### config.mk
export PLATFORM = sky130hd
export DESIGN_NAME = dot_display_scheduler
export DESIGN_NICKNAME = d
export VERILOG_FILES = /design/src/rtl/dot_display_pkg.sv /design/src/rtl/blink_divider.sv /design/src/rtl/dot_display_scheduler.sv
export SDC_FILE = /design/constraint.sdc
export NUM_CORES = 1
export LEC_CHECK = 0
export BUFFER_PORTS_ARGS = -buffer_cell sky130_fd_sc_hd__buf_2
export CORE_ASPECT_RATIO = 0.7
export CORE_UTILIZATION = 28
export CTS_CLUSTER_SIZE = 14
export DETAILED_ROUTE_END_ITERATION = 10
export PLACE_DENSITY_LB_ADDON = 0.1
export SLEW_MARGIN = 25
export SYNTH_ARGS = -nofsm -noshare
export SYNTH_HDL_FRONTEND = slang
export SYNTH_SLANG_ARGS = --single-unit
### constraint.sdc
create_clock -name clk_10000Hz -period 1.6 [get_ports clk_10000Hz]
set_input_delay 0.08 -clock clk_10000Hz [delete_from_list [all_inputs] [get_ports clk_10000Hz]]
set_output_delay 0.08 -clock clk_10000Hz [all_outputs]
set_load 0.005 [all_outputs]
### src/rtl/dot_display_pkg.sv
// Shared definitions for the dot-matrix display scheduler: pattern IDs,
// controller states and scan geometry.
package dot_display_pkg;

  localparam int ROW_COUNT = 8;
  localparam int ROW_W     = $clog2(ROW_COUNT);

  localparam logic [2:0] PAT_LOAD   = 3'd0;
  localparam logic [2:0] PAT_TURN_O = 3'd1;
  localparam logic [2:0] PAT_TURN_X = 3'd2;
  localparam logic [2:0] PAT_SYM_O  = 3'd3;
  localparam logic [2:0] PAT_SYM_X  = 3'd4;
  localparam logic [2:0] PAT_WIN_O  = 3'd5;
  localparam logic [2:0] PAT_WIN_X  = 3'd6;
  localparam logic [2:0] PAT_BLANK  = 3'd7;

  typedef enum logic [1:0] {
    S_LOAD  = 2'd0,
    S_PLAY  = 2'd1,
    S_WIN_O = 2'd2,
    S_WIN_X = 2'd3
  } state_e;

endpackage

### src/rtl/blink_divider.sv
// Terminal-count divider producing the blink phase: clear restarts in the
// symbol phase, enable counts and toggles at terminal count, idle parks at 0.
module blink_divider #(
  parameter int BLINK_HALF = 5000
) (
  input  logic clk_i,
  input  logic rst_n_i,
  input  logic clr_i,
  input  logic en_i,
  output logic phase_o
);

  localparam int            CW = (BLINK_HALF > 1) ? $clog2(BLINK_HALF) : 1;
  localparam logic [CW-1:0] TC = CW'(BLINK_HALF - 1);

  logic [CW-1:0] cnt_q, cnt_d;
  logic          phase_q, phase_d;

  always_comb begin
    cnt_d   = '0;
    phase_d = 1'b0;
    if (clr_i) begin
      phase_d = 1'b1;
    end else if (en_i) begin
      if (cnt_q == TC) begin
        phase_d = ~phase_q;
      end else begin
        cnt_d   = cnt_q + 1'b1;
        phase_d = phase_q;
      end
    end
  end

  always_ff @(posedge clk_i) begin
    if (!rst_n_i) begin
      cnt_q   <= '0;
      phase_q <= 1'b0;
    end else begin
      cnt_q   <= cnt_d;
      phase_q <= phase_d;
    end
  end

  assign phase_o = phase_q;

endmodule

### src/rtl/dot_display_scheduler.sv
// Row-scan and pattern sequencing for the two 8x8 dot-matrix panels; the
// pattern ID is latched only at frame start so a frame never mixes images.
module dot_display_scheduler
  import dot_display_pkg::*;
#(
  parameter int BLINK_HALF = 5000
) (
  input  logic       clk_10000Hz,
  input  logic       reset,
  input  logic       start,
  input  logic       whosTurn,
  input  logic [1:0] gameend,
  output logic [7:0] dot_row,
  output logic [2:0] row_idx,
  output logic [2:0] pattern_sel,
  output logic       frame_start,
  output logic       blink_phase
);

  state_e           state_q, state_d;
  logic [2:0]       pat_req;
  logic             win_q, win_d;
  logic             run_q;
  logic [ROW_W-1:0] row_q, row_d;
  logic [7:0]       dot_row_q;
  logic [2:0]       pat_q;
  logic             frame_q;
  logic             phase;

  always_ff @(posedge clk_10000Hz) begin
    if (!reset) state_q <= S_LOAD;
    else        state_q <= state_d;
  end

  always_comb begin
    state_d = state_q;
    if (!start) begin
      state_d = S_LOAD;
    end else begin
      case (state_q)
        S_LOAD:  state_d = S_PLAY;
        S_PLAY: begin
          if (gameend == 2'b01)      state_d = S_WIN_O;
          else if (gameend == 2'b10) state_d = S_WIN_X;
        end
        S_WIN_O, S_WIN_X: begin
          // The first winner stays locked until the game is reset to running.
          if (gameend == 2'b00) state_d = S_PLAY;
        end
        default: state_d = S_LOAD;
      endcase
    end
  end

  always_comb begin
    pat_req = PAT_BLANK;
    case (state_q)
      S_LOAD:  pat_req = PAT_LOAD;
      S_PLAY: begin
        if (gameend == 2'b11) pat_req = PAT_BLANK;
        else                  pat_req = whosTurn ? PAT_TURN_O : PAT_TURN_X;
      end
      S_WIN_O: pat_req = phase ? PAT_SYM_O : PAT_WIN_O;
      S_WIN_X: pat_req = phase ? PAT_SYM_X : PAT_WIN_X;
      default: pat_req = PAT_BLANK;
    endcase
  end

  // Blink registers follow the next state so the phase lines up with state_q.
  assign win_q = (state_q == S_WIN_O) || (state_q == S_WIN_X);
  assign win_d = (state_d == S_WIN_O) || (state_d == S_WIN_X);

  blink_divider #(
    .BLINK_HALF(BLINK_HALF)
  ) u_blink (
    .clk_i   (clk_10000Hz),
    .rst_n_i (reset),
    .clr_i   (win_d && !win_q),
    .en_i    (win_d && win_q),
    .phase_o (phase)
  );

  // run_q holds the scan at row 0 for the first edge out of reset.
  assign row_d = run_q ? row_q + 1'b1 : '0;

  always_ff @(posedge clk_10000Hz) begin
    if (!reset) begin
      run_q     <= 1'b0;
      row_q     <= '0;
      dot_row_q <= 8'hFF;
      pat_q     <= PAT_BLANK;
      frame_q   <= 1'b0;
    end else begin
      run_q     <= 1'b1;
      row_q     <= row_d;
      dot_row_q <= ~(8'h80 >> row_d);
      frame_q   <= (row_d == '0);
      if (row_d == '0) pat_q <= pat_req;
    end
  end

  assign dot_row     = dot_row_q;
  assign row_idx     = row_q;
  assign pattern_sel = pat_q;
  assign frame_start = frame_q;
  assign blink_phase = phase;

endmodule

# Word level (Yosys, flattened, before mapping)
# Cells that the tools add are included.
# word_totals
regBits	32
input_bits	6
out_inout_bits	16
wordCells	50
# op_classes
add_sub_neg	2
n_eq_ne	10
n_shift	1
n_mux	15
bitwise_logic	4
n_reduce_logical	10
# ops
op	n
$add A13 B1 Y13 const B	1
$eq A13 B13 Y1 const B	1
$eq A2 B2 Y1 const B	6
$mux W2	6
$pmux W3 S4	1
$mux W3	3
$not A8 Y8	1
$shr A8 B3 Y8 const A	1
$pmux W2 S3	1
$eq A2 B1 Y1 const B	2
$logic_not A2 Y1	2
$mux W1	4
$reduce_or A4 Y1	1
$add A3 B1 Y3 const B	1
$logic_not A3 Y1	1
$ne A3 B2 Y1 const B	1
$not A1 Y1	3
$logic_and A1 B1 Y1	2
$logic_or A1 B1 Y1	2
$reduce_or A2 Y1	1
$logic_not A1 Y1	1

# Longest topological paths before layout
# depth
word_depth	10
ltp_mapped	6

# Cells and area by module
# A second synthesis with hierarchy kept.
# unflattened
cells_unflattened	140
area_unflattened_um2	1361.3
# modules_own_cells
module	instances	cells_per_inst	area_each_um2	seq_area_each_um2
dot_display_scheduler	1	69	701.9	360.3
blink_divider	1	71	659.4	280.3

# Least setup slack after synthesis
# No wires, ideal clock.
# synth_path
path_type	register -> register
from	register u_blink.cnt_q[11]
to	register u_blink.cnt_q[12]
t_arrival_ns	1.523
t_required_ns	1.485
slack_ns	-0.037
path_stages_with_launch	6
path_cell_list	dfxtp_1 > or4b_1 > or4_4 > nand2_1 > buf_6 > nor2_1
# synth_between
elab_chain_len	2
# synth_rtl
item	line_no	text
start, declared	blink_divider.sv:16	logic [CW-1:0] cnt_q, cnt_d;
start signal, assigned	blink_divider.sv:39	cnt_q <= cnt_d;
parallel branches: the longest is 2 deep, another holds $add A13 B1 Y13	--	
# Several ways; the timed one is not identified.
# A chain may end at the register's enable or synchronous reset.

# Worst setup path in the final report
# layout_path
from	register u_blink.cnt_q[11]
to	register u_blink.phase_q (netlist: u_blink.phase_o)
# layout_between
elab_chain_len	2
# layout_rtl
item	line_no	text
$eq A13 B13 Y1	blink_divider.sv:25	if (cnt_q == TC) begin
$ne A3 B2 Y1 (no source line)	--	
end signal, assigned	blink_divider.sv:40	phase_q <= phase_d;
end, declared	blink_divider.sv:17	logic phase_q, phase_d;
# Every way passes these cells.

==> results.json <==
{
  "ctsHoldBuffers": 0,
  "fp.dieArea_um2": 4592,
  "grt_pass1_vias": 924,
  "core_um2": 4018,
  "place_congestion": 0.8047,
  "firstDrtPassIters": 4,
  "syn_avg_cell_area_um2": 9.307,
  "power_mw": 1.672,
  "max_freq_mhz": 604.2,
  "yosysWarnings": 0,
  "clock-root-buffer": "clkbuf_8",
  "cts_tree": "done",
  "insertion_delay_ns": 0.28,
  "finalSetupViolCount": 14,
  "drv_cap": 0,
  "min_period_ns": 1.655,
  "synthDistinctLibCells": 29,
  "failed_checks": "negative setup slack",
  "fin_skew_ns": 0.002353,
  "first_iter_violations": 39,
  "fin_area_um2": 1609,
  "dp_hpwl_um": 1819,
  "tightest_slew_ns": 0.4654,
  "power_density_nw_per_um2": 1039,
  "start_kind": "flop",
  "outcome": "finished, violations left",
  "vias_per_cell": 4.436,
  "vias": 998,
  "power_leakage_nw": 0.6428,
  "swShare": 0.2106,
  "dieHeight_um": 57,
  "grt_pass1_wl_um": 4188,
  "crit_fanout": 3,
  "power_frac_comb": 0.051,
  "drv_slew": 0,
  "initial_core_util": 0.3012,
  "pin_count": 22,
  "max_slew_margin": 0.6891,
  "nFillCells": 410,
  "post_route_cells_drive_above_1_share": 0.2890,
  "syn-instance-count": 130,
  "syn_to_final_growth_pct": 32.99,
  "grt_start_max_net_pins": 13,
  "antenna_found_initial": 0,
  "die_w_um": 80.57,
  "tritoncts.num_buffers": 5,
  "io_buffers": 21,
  "wl_um": 2449,
  "ys_seq_elements": 32,
  "holdWs_ns": 0.02479,
  "endpoint_kind": "flop",
  "vdd_ir_drop_max_mv": 0.4659,
  "arrival_ns": 1.87,
  "seqPwrFrac": 0.496,
  "cp_data_required_time_ns": 1.81,
  "switchingPower_mw": 0.3520,
  "cts_setup_buffers": 0,
  "clock_path_buffers": 2,
  "crit_type": "reg -> reg",
  "antenna_cells": 0,
  "clockPowerShare": 0.453,
  "clock-sinks": 32,
  "ant_nets": 0,
  "wl_per_cell_um": 10.88,
  "clkTransAtPathRegs_ns": 0.07,
  "grt_remaining_overflow": 0,
  "layout.cells.non_filler": 225,
  "regArea_um2": 641.9,
  "syn-cell-area_um2": 1210,
  "h-tree-depth": 2,
  "fin_ws_ns": -0.05514,
  "syn-num-nets": 138,
  "yosysSeqAreaShare": 0.5295,
  "dp.cells": 217,
  "multi_input_area_um2": 569.3,
  "grtUsageTotal": 0.1253,
  "hold_path_class": "in -> reg",
  "report.final.hold_viol_count": 0,
  "rsz0062_at_grt": "yes",
  "place_area_um2": 1489,
  "drc": 0,
  "internal_power_mw": 1.320,
  "rows": 19,
  "final_nets": 180,
  "timing.final.crit_share": 1.034
}
==> final timing paths <==
path                            slack [ns]                    startpoint                           end  cells past startpoint
worst max-delay path                 -0.06  u_blink.cnt_q[11]$_SDFF_PP0_  u_blink.phase_o$_SDFFE_PN0P_                      4
worst min-delay path                  0.02                         reset                 run_q$_DFF_P_                      1
worst max register to register       -0.06  u_blink.cnt_q[11]$_SDFF_PP0_  u_blink.phase_o$_SDFFE_PN0P_                      4
worst min register to register        0.49   pattern_sel[0]$_SDFFE_PN1P_   pattern_sel[0]$_SDFFE_PN1P_                      2
==> metrics by stage <==
stage	setup slack, ns	utilization	TNS, ns
after floorplan	-0.007564	-	-0.06850
final	-0.05514	0.4005	-0.5486
after global routing	-0.1001	0.4005	-1.218
after global placement	-0.007228	0.3706	-0.01016
after detailed placement	-0.04748	0.3706	-0.5296
after CTS	-0.06727	0.3983	-0.6496
==> synthesized netlist by cell type <==
cell | number | area [um^2]
nand4_1 | 2 | 12.51
nor3b_1 | 3 | 22.52
mux2i_1 | 1 | 10.01
xor2_1 | 5 | 43.79
nand3_1 | 6 | 30.03
xnor2_1 | 8 | 70.07
or4_4 | 1 | 11.26
o21a_1 | 1 | 7.510
a21oi_1 | 4 | 20.02
nand2_1 | 16 | 60.06
and3_1 | 3 | 18.77
and3_2 | 1 | 7.510
buf_6 | 1 | 11.26
nor3_1 | 6 | 30.03
o21ai_1 | 1 | 5.000
a41oi_1 | 1 | 8.760
o21ai_0 | 3 | 15.01
or4b_1 | 1 | 10.01
and2_1 | 3 | 18.77
dfxtp_1 | 32 | 640.6
nor2b_1 | 1 | 6.260
nor2_1 | 20 | 75.07
nand2b_1 | 3 | 18.77
nand3b_1 | 1 | 7.510
ha_1 | 2 | 25.02
a21boi_1 | 1 | 7.510
nor4_1 | 1 | 6.260
inv_1 | 1 | 3.750
or3_1 | 1 | 6.260
==> cells by family (layout without fill, tap and decap cells) <==
kind of cell / count (synthesis) / count (layout) / synth area share
DFF: 32 / 32 / 0.5295
xor gates and xnor gates: 13 / 13 / 0.09411
buffers and inverters: 2 / 45 / 0.01241
and+or+nand+nor: 69 / 69 / 0.2823
adders and majority gates: 2 / 2 / 0.02068
muxes: 1 / 1 / 0.008273
AOI/OAI and AO/OA: 11 / 11 / 0.05274
==> power groups by stage <==
stage | combinational [mW] | clock, mW | sequential [mW]
2_1_floorplan | 0.0389 | 0 | 0.848
3_3_place_gp | 0.0850 | 0 | 0.846
3_5_place_dp | 0.0854 | 0 | 0.847
4_1_cts | 0.0858 | 0.781 | 0.828
5_1_grt | 0.0965 | 0.838 | 0.831
6_report | 0.0859 | 0.757 | 0.829
==> per-layer routing <==
layer  wire [um]  up-vias  track usage
li1            -      527            -
met1        1362      443       0.1751
met2         911       23       0.1598
met3         130        5      0.04800
met4          45        0      0.07653
met5           0        -            0
==> state kept, by name, indices dropped and copies added (netlist names) <==
name	count
pattern_sel	3
state_q	2
frame_start	1
row_idx	3
run_q	1
u_blink.cnt_q	13
u_blink.phase_o	1
dot_row	8
==> placed cells by master (no fill, tap or decap), types with 2 or more instances in the layout <==
cell,instances
nor3b_1,3
nand2_1,15
nand2b_1,3
buf_2,21
clkbuf_8,5
nand4_1,2
and2_1,3
o21ai_0,3
buf_4,15
ha_1,2
nand3_1,6
nor2_1,20
and3_1,3
xnor2_1,8
nor3_1,6
a21oi_1,4
xor2_1,5
dfxtp_1,31
==> repair_timing <==
item	in CTS	in global routing
cloned	0	0
gates resized for setup	0	3
endpoints found under the setup margin	14	15
endpoints found under the hold margin	0	0
==> final cells by class <==
cell class	count	area share
sequential	32	0.3989
multi-input combinational	96	0.3538
timing repair buffer	36	0.1353
clock buffer	5	0.04277
tap	52	0.04044
clock inverter	3	0.02644
inverter	1	0.002333
==> critical path, stage by stage, from the launching register on <==
cell	delay, ns
dfxtp_2	0.32
or4b_4	0.52
or4_4	0.47
xor2_1	0.16
a21boi_1	0.13
Power figures use the tool's default switching activity.
